### src/rtl/control_sequencer_pkg.sv
// Shared definitions for the hardwired control sequencer: opcode map, step encoding, instruction classes.
// Optional MUL/DIV support is selected with CONTROL_SEQUENCER_MULDIV_EN (see opcode_class_decode).
// No logic here; constants and types only.
package control_sequencer_pkg;

  localparam int OPW = 5;
  localparam logic [OPW-1:0] ADD_OP = 5'b00011;

  // Opcode map, IR[31:27]
  localparam logic [OPW-1:0] OP_LD   = 5'd0;
  localparam logic [OPW-1:0] OP_LDI  = 5'd1;
  localparam logic [OPW-1:0] OP_ST   = 5'd2;
  localparam logic [OPW-1:0] OP_ADD  = 5'd3;
  localparam logic [OPW-1:0] OP_SUB  = 5'd4;
  localparam logic [OPW-1:0] OP_AND  = 5'd5;
  localparam logic [OPW-1:0] OP_OR   = 5'd6;
  localparam logic [OPW-1:0] OP_SHR  = 5'd7;
  localparam logic [OPW-1:0] OP_SHL  = 5'd8;
  localparam logic [OPW-1:0] OP_ROR  = 5'd9;
  localparam logic [OPW-1:0] OP_ROL  = 5'd10;
  localparam logic [OPW-1:0] OP_ADDI = 5'd11;
  localparam logic [OPW-1:0] OP_ANDI = 5'd12;
  localparam logic [OPW-1:0] OP_ORI  = 5'd13;
  localparam logic [OPW-1:0] OP_MUL  = 5'd14;
  localparam logic [OPW-1:0] OP_DIV  = 5'd15;
  localparam logic [OPW-1:0] OP_BR   = 5'd18;
  localparam logic [OPW-1:0] OP_JR   = 5'd19;
  localparam logic [OPW-1:0] OP_MFHI = 5'd23;
  localparam logic [OPW-1:0] OP_MFLO = 5'd24;
  localparam logic [OPW-1:0] OP_NOP  = 5'd25;
  localparam logic [OPW-1:0] OP_HALT = 5'd26;

  typedef enum logic [3:0] {
    S_RST, S_T0, S_T1, S_T2, S_T3, S_T4, S_T5, S_T6, S_T7, S_HALT
  } state_e;

  // Bit positions within the class one-hot vector
  typedef enum logic [3:0] {
    C_ALU_R, C_ALU_I, C_LDI, C_LD, C_ST, C_MULDIV,
    C_MFHI, C_MFLO, C_BR, C_JR, C_NOP, C_HALT
  } cls_e;

  localparam int NCLS = 12;

endpackage

### src/rtl/control_sequencer_opcode_class_decode.sv
// Combinational opcode -> instruction-class one-hot; undefined opcodes land in the NOP class.
// Zero latency. No handshake.
// CONTROL_SEQUENCER_MULDIV_EN adds the MUL/DIV class; without it MUL/DIV decode as NOP.
module control_sequencer_opcode_class_decode
  import control_sequencer_pkg::*;
(
  input  logic [OPW-1:0]  opcode,
  output logic [NCLS-1:0] cls_oh
);

  // Exactly one class bit is set for every opcode value
  always_comb begin
    cls_oh = '0;
    case (opcode)
      OP_ADD, OP_SUB, OP_AND, OP_OR,
      OP_SHL, OP_SHR, OP_ROL, OP_ROR: cls_oh[C_ALU_R]  = 1'b1;
      OP_ADDI, OP_ANDI, OP_ORI:       cls_oh[C_ALU_I]  = 1'b1;
      OP_LDI:                         cls_oh[C_LDI]    = 1'b1;
      OP_LD:                          cls_oh[C_LD]     = 1'b1;
      OP_ST:                          cls_oh[C_ST]     = 1'b1;
`ifdef CONTROL_SEQUENCER_MULDIV_EN
      OP_MUL, OP_DIV:                 cls_oh[C_MULDIV] = 1'b1;
`endif
      OP_MFHI:                        cls_oh[C_MFHI]   = 1'b1;
      OP_MFLO:                        cls_oh[C_MFLO]   = 1'b1;
      OP_BR:                          cls_oh[C_BR]     = 1'b1;
      OP_JR:                          cls_oh[C_JR]     = 1'b1;
      OP_HALT:                        cls_oh[C_HALT]   = 1'b1;
      default:                        cls_oh[C_NOP]    = 1'b1;
    endcase
  end

endmodule

### src/rtl/control_sequencer.sv
// Hardwired control unit: fetch T0-T2, per-class execute T3-T7, HALT on stop at an instruction boundary.
// Outputs are combinational from the step register and IR[31:27]; one instruction step per clock.
// No backpressure; stop is honoured only in the last step. Optional MUL/DIV: CONTROL_SEQUENCER_MULDIV_EN.
module control_sequencer
  import control_sequencer_pkg::*;
(
  input  logic           clock,
  input  logic           clear,
  input  logic [31:0]    IR,
  input  logic           con_ff,
  input  logic           stop,
  output logic           PCout,
  output logic           PCin,
  output logic           IncPC,
  output logic           MARin,
  output logic           MDRin,
  output logic           MDRout,
  output logic           IRin,
  output logic           RYin,
  output logic           RZin,
  output logic           RZLOout,
  output logic           RZHIout,
  output logic           HIin,
  output logic           LOin,
  output logic           HIout,
  output logic           LOout,
  output logic           Cout,
  output logic           CONin,
  output logic           gra,
  output logic           grb,
  output logic           grc,
  output logic           rin,
  output logic           rout,
  output logic           BAout,
  output logic           Read,
  output logic           Write,
  output logic [OPW-1:0] ops,
  output logic           run
);

  state_e          state_q, state_d;
  logic [NCLS-1:0] cls_oh;
  logic [OPW-1:0]  opcode;
  logic            last_step;
  logic            unused_ir;

  assign opcode    = IR[31:27];
  assign unused_ir = ^IR[26:0];

  control_sequencer_opcode_class_decode u_decode (
    .opcode (opcode),
    .cls_oh (cls_oh)
  );

  // Step register; clear drops straight to RST so every strobe falls without waiting for a clock
  always_ff @(posedge clock or negedge clear) begin
    if (!clear) state_q <= S_RST;
    else        state_q <= state_d;
  end

  // Next step and strobe decode. T2 already looks at IR so NOP-class words skip T3:
  // the datapath is expected to present the incoming word on IR during T2.
  always_comb begin
    state_d = state_q; last_step = 1'b0;
    PCout = 1'b0; PCin = 1'b0; IncPC = 1'b0; MARin = 1'b0; MDRin = 1'b0; MDRout = 1'b0;
    IRin = 1'b0; RYin = 1'b0; RZin = 1'b0; RZLOout = 1'b0; RZHIout = 1'b0; HIin = 1'b0;
    LOin = 1'b0; HIout = 1'b0; LOout = 1'b0; Cout = 1'b0; CONin = 1'b0; gra = 1'b0;
    grb = 1'b0; grc = 1'b0; rin = 1'b0; rout = 1'b0; BAout = 1'b0; Read = 1'b0;
    Write = 1'b0; ops = '0;
    case (state_q)
      S_RST: state_d = S_T0;
      S_T0: begin
        PCout = 1'b1; MARin = 1'b1; IncPC = 1'b1; RZin = 1'b1;
        state_d = S_T1;
      end
      S_T1: begin
        RZLOout = 1'b1; PCin = 1'b1; Read = 1'b1; MDRin = 1'b1;
        state_d = S_T2;
      end
      S_T2: begin
        MDRout = 1'b1; IRin = 1'b1;
        state_d = S_T3;
        last_step = cls_oh[C_NOP];
      end
      S_T3: begin
        state_d = S_T4;
        if (cls_oh[C_ALU_R] || cls_oh[C_ALU_I]) begin
          grb = 1'b1; rout = 1'b1; RYin = 1'b1;
        end else if (cls_oh[C_LDI] || cls_oh[C_LD] || cls_oh[C_ST]) begin
          grb = 1'b1; BAout = 1'b1; RYin = 1'b1;
        end else if (cls_oh[C_MULDIV]) begin
          gra = 1'b1; rout = 1'b1; RYin = 1'b1;
        end else if (cls_oh[C_MFHI]) begin
          HIout = 1'b1; gra = 1'b1; rin = 1'b1; last_step = 1'b1;
        end else if (cls_oh[C_MFLO]) begin
          LOout = 1'b1; gra = 1'b1; rin = 1'b1; last_step = 1'b1;
        end else if (cls_oh[C_BR]) begin
          gra = 1'b1; rout = 1'b1; CONin = 1'b1;
        end else if (cls_oh[C_JR]) begin
          gra = 1'b1; rout = 1'b1; PCin = 1'b1; last_step = 1'b1;
        end else begin
          // HALT opcode (or a NOP word whose IR changed under us): end the instruction here
          last_step = 1'b1;
        end
      end
      S_T4: begin
        state_d = S_T5;
        if (cls_oh[C_ALU_R]) begin
          grc = 1'b1; rout = 1'b1; RZin = 1'b1; ops = opcode;
        end else if (cls_oh[C_ALU_I]) begin
          Cout = 1'b1; RZin = 1'b1; ops = opcode;
        end else if (cls_oh[C_LDI] || cls_oh[C_LD] || cls_oh[C_ST]) begin
          Cout = 1'b1; RZin = 1'b1; ops = ADD_OP;
        end else if (cls_oh[C_MULDIV]) begin
          grb = 1'b1; rout = 1'b1; RZin = 1'b1; ops = opcode;
        end else if (cls_oh[C_BR]) begin
          PCout = 1'b1; RYin = 1'b1;
        end
      end
      S_T5: begin
        state_d = S_T6;
        if (cls_oh[C_ALU_R] || cls_oh[C_ALU_I] || cls_oh[C_LDI]) begin
          RZLOout = 1'b1; gra = 1'b1; rin = 1'b1; last_step = 1'b1;
        end else if (cls_oh[C_LD] || cls_oh[C_ST]) begin
          RZLOout = 1'b1; MARin = 1'b1;
        end else if (cls_oh[C_MULDIV]) begin
          RZLOout = 1'b1; LOin = 1'b1;
        end else if (cls_oh[C_BR]) begin
          Cout = 1'b1; RZin = 1'b1; ops = ADD_OP;
        end
      end
      S_T6: begin
        state_d = S_T7;
        if (cls_oh[C_LD]) begin
          Read = 1'b1; MDRin = 1'b1;
        end else if (cls_oh[C_ST]) begin
          gra = 1'b1; rout = 1'b1; MDRin = 1'b1;
        end else if (cls_oh[C_MULDIV]) begin
          RZHIout = 1'b1; HIin = 1'b1; last_step = 1'b1;
        end else if (cls_oh[C_BR]) begin
          RZLOout = 1'b1; PCin = con_ff; last_step = 1'b1;
        end
      end
      S_T7: begin
        last_step = 1'b1;
        if (cls_oh[C_LD]) begin
          MDRout = 1'b1; gra = 1'b1; rin = 1'b1;
        end else if (cls_oh[C_ST]) begin
          MDRout = 1'b1; Write = 1'b1;
        end
      end
      S_HALT: state_d = S_HALT;
      default: state_d = S_RST;
    endcase
    if (last_step) begin
      state_d = (stop || cls_oh[C_HALT]) ? S_HALT : S_T0;
    end
`ifndef CONTROL_SEQUENCER_MULDIV_EN
    HIin = 1'b0;
    LOin = 1'b0;
`endif
  end

  assign run = (state_q != S_RST) && (state_q != S_HALT);

endmodule
### config.mk
export PLATFORM = sky130hd
export DESIGN_NAME = control_sequencer
export DESIGN_NICKNAME = d
export VERILOG_FILES = /design/src/rtl/control_sequencer_pkg.sv /design/src/rtl/control_sequencer_opcode_class_decode.sv /design/src/rtl/control_sequencer.sv
export SDC_FILE = /design/constraint.sdc
export NUM_CORES = 1
export LEC_CHECK = 0
export CORE_MARGIN = 2
export CORE_UTILIZATION = 30
export DETAILED_ROUTE_END_ITERATION = 8
export PLACE_DENSITY = 0.8
export REMOVE_ABC_BUFFERS = 1
export SLEW_MARGIN = 10
export SYNTH_ARGS = -nofsm -noshare
export SYNTH_HDL_FRONTEND = slang
export SYNTH_SLANG_ARGS = --single-unit
### constraint.sdc
create_clock -name clock -period 2.68 [get_ports clock]
set_input_delay 0.804 -clock clock [delete_from_list [all_inputs] [get_ports clock]]
set_output_delay 0.804 -clock clock [all_outputs]
set_load 0.1 [all_outputs]
==> results.sh, run 1 <==
export IMPL_syn_area_per_cell_sq_um=6.549
export IMPL_die_h_um=56.86
export IMPL_irDropWorstVdd_uv=1208
export IMPL_synth_edf_count=0
export IMPL_synth_xor_xnor_area_share_pct=3.134
export IMPL_setup_slack_ns=-0.2755
export IMPL_syn2layout_area_growth_pct=171.3
export IMPL_max_freq_ghz=0.3383
export IMPL_htreeDepth=1
export IMPL_mostFrequentLayoutCells="buf_4 (41), buf_12 (26), buf_6 (14), nand2_1 (9), a21oi_2 (6)"
export IMPL_insertion_delay_ns=0.24
export IMPL_finalCoreUtilization_pct=83.93
export IMPL_drt_iter0_drc=96
export IMPL_cts_tree="done"
export IMPL_dp_slack_ns=-0.6453
export IMPL_clock_skew_ns=0.001232
export IMPL_wirelength_um=5351
export IMPL_io_buffers=35
export IMPL_ff2ff_setup_slack_ns=0.73
export IMPL_grt_pass1_wl_um=7741
export IMPL_start_util_pct=30.93
export IMPL_top_regs="state_q x4"
export IMPL_regToRegStartpoint="state_q[1]"
export IMPL_violations="negative setup slack"
export IMPL_nFillCells=130
export IMPL_die_x_um=56.86
export IMPL_final_common_cell="buf_4"
export IMPL_vias=1527
export IMPL_placedInstanceArea_sq_um=1758
export IMPL_netlist_area_sq_um=838.3
export IMPL_clockBufferDepth=2
export IMPL_cts_buffers=3
export IMPL_synth_area_mux_share_pct=1.194
export IMPL_vias_per_cell=6.258
export IMPL_ant_nets=0
export IMPL_post_place_cells=228
export IMPL_path_depth=8
export IMPL_outcome="finished with violations"
export IMPL_power_density_nw_per_um2=965.0
export IMPL_critPathCaptureType="output port"
export IMPL_ys_seq_area_share_pct=11.94
export IMPL_worstSetupPathType="input port to output port"
export IMPL_largest_reg_flops=4
export IMPL_clkTransAtPathRegs_ns=0.04
export IMPL_path_delay_family="simple AND/OR/NAND/NOR gates"
export IMPL_holdCritStartpoint="state_q[3]"
export IMPL_reg2regPathDepth=6
export IMPL_fin_crit_ns=2.956
export IMPL_finalPower_w=0.002195
export IMPL_top_usage_layer="met2"
export IMPL_antennaDiodeCount=0
export IMPL_grt_use_met3_pct=4.608
export IMPL_period_share_pct=110.3
export IMPL_final_area_sq_um=2275
export IMPL_start_kind="input port"
export IMPL_ctsHoldBuffers=0
export IMPL_place_congestion=0.9321
export IMPL_multi_input_area_sq_um=968.4
export IMPL_synth_main_ff_cell="dfrtp_1"
export IMPL_wire_per_inst_um=21.93
export IMPL_yosysWarnings=0
export IMPL_synth_seq_cells=4
export IMPL_worstPathMaxFanout=4
export IMPL_crit_chain="buf_6 > or2_4 > buf_6 > nor3_4 > nand3_2 > o211ai_1 > or2_4 > buf_12"
export IMPL_grtUsageMet2_pct=55.32
export IMPL_synth_cell_type_count=48
export IMPL_cts_sinks=4
export IMPL_hold_viol=0
export IMPL_finalMaxSlewViolations=0
export IMPL_drive_gt1_share_pct=70.42
export IMPL_clock_root_buffer="clkbuf_4"
export IMPL_synth_fa_ha_area_share_pct=0
export IMPL_synth_compound_area_share_pct=30.60
export IMPL_path_buf_inv=3
export IMPL_hpwlAfterDp_um=2584
export IMPL_grt_overflow_total=0
export IMPL_grt_max_degree=11
export IMPL_slowest_stage="or2_4"
export IMPL_die_area_sq_um=3233
export IMPL_critPathArrivalTime_ns=2.15
export IMPL_cp_data_required_time_ns=1.88
export IMPL_cap_violations=0
export IMPL_antenna_found_initial=0
export IMPL_seqCellArea_sq_um=101.3
export IMPL_grtUsageMet1_pct=36.07
export IMPL_final_cells=244
export IMPL_synth_cells=128
export IMPL_core_sq_um=2710
export IMPL_drtPass1Iterations=5
export IMPL_worstReg2RegEnd="state_q[2]"
export IMPL_async_reset_ff_share_pct=100.0
export IMPL_largest_register="state_q"
export IMPL_leakagePower_nw=0.9601
export IMPL_synthSimpleGateAreaFrac_pct=40.30
export IMPL_worst_path_largest_cell_delay_ns=0.27
export IMPL_hold_path_end="state_q[1]"
export IMPL_setup_violations=18
export IMPL_drc=0
export IMPL_rows=19
export IMPL_rsz0062_at_grt="true"
export IMPL_io_pins=67
export IMPL_synth_top_family_by_area="simple AND/OR/NAND/NOR gates"
export IMPL_grt_pass1_vias=1533
export IMPL_hold_path_depth=1
export IMPL_finalNetCount=251
export IMPL_grt_usage_pct=31.26
export IMPL_hp_class="register to register"
==> repair_timing <==
action,in CTS,in global routing
endpoints found under the setup margin,24,23
pin swaps,15,15
cloned,1,0
buffers inserted,7,7
resized for setup,90,36
==> where the power goes <==
| part | switching, W | internal, W |
|---|---|---|
| Sequential | 0.0000648 | 0.0000884 |
| Clock | 0.0000284 | 0.0000504 |
| Combinational | 0.00125 | 0.000710 |
==> metal layers <==
metal | wire length, um | up-vias
met1 | 1960 | 733
met2 | 2630 | 127
li1 | - | 628
met3 | 475 | 39
met5 | 0 | -
met4 | 286 | 0
==> cell families (layout without fill, tap and decap cells) <==
family,count (synthesis),count (layout)
AO/OA/AOI/OAI,37,37
XOR/XNOR,3,3
buffers and inverters,19,101
flip-flops,4,4
multiplexers,1,1
other,1,4
AND/OR/NAND/NOR,63,63
==> cells in the mapped netlist, types with 3 or more instances <==
cell type	number	area share [%]
a21oi_1	10	6.0
a31oi_1	5	3.7
buf_2	5	3.0
buf_4	5	4.5
dfrtp_1	4	12
inv_1	6	2.7
nand2_1	12	5.4
nand2b_1	4	3.0
nand3_1	5	3.0
nor2_1	12	5.4
nor2b_1	5	3.7
nor3_1	6	3.6
o21ai_0	5	3.0
or2_2	3	2.2
or3_1	3	2.2
==> area by class of cell <==
class,instances,share of cell area [%]
well taps,31,1.705
clock buffers,3,0.9901
flip-flops and latches,4,4.455
multi-input cells,108,42.57
repair buffers,92,49.29
inverters,6,0.9901
==> worst max-delay path by stage <==
stage                 from    to  slack [ns]
floorplan           IR[30]  rout       -2.68
finish              IR[29]   gra       -0.28
CTS                 IR[29]   gra       -0.28
global route        IR[29]  Read       -0.33
global placement    IR[30]  rout       -0.64
detailed placement  IR[30]  rout       -0.65
==> stage by stage <==
stage               hold slack (ns)  setup TNS [ns]
floorplan                    0.5084          -27.23
global placement             0.5357          -11.57
detailed placement           0.5523          -11.91
CTS                          0.5776          -1.756
global route                 0.6425          -3.264
finish                       0.6134          -2.555
==> worst reg2reg max path: stages (launching register included) <==
cell	delay [ns]
dfrtp_1	0.48
nor2_2	0.31
nand2_1	0.22
buf_4	0.20
o311ai_2	0.32
a31oi_2	0.10
nor3b_2	0.19
Note: power is estimated with default switching activity, not from simulation.
==> run 2, diff against run 1 <==
--- a/config.mk
+++ b/config.mk
@@ -5,6 +5,7 @@
 export SDC_FILE = /design/constraint.sdc
 export NUM_CORES = 1
 export LEC_CHECK = 0
+export CAP_MARGIN = 20
 export CORE_MARGIN = 2
 export CORE_UTILIZATION = 30
 export DETAILED_ROUTE_END_ITERATION = 8
==> results of run 2 <==
Final layout, timing and power as in run 1 (identical DEF).
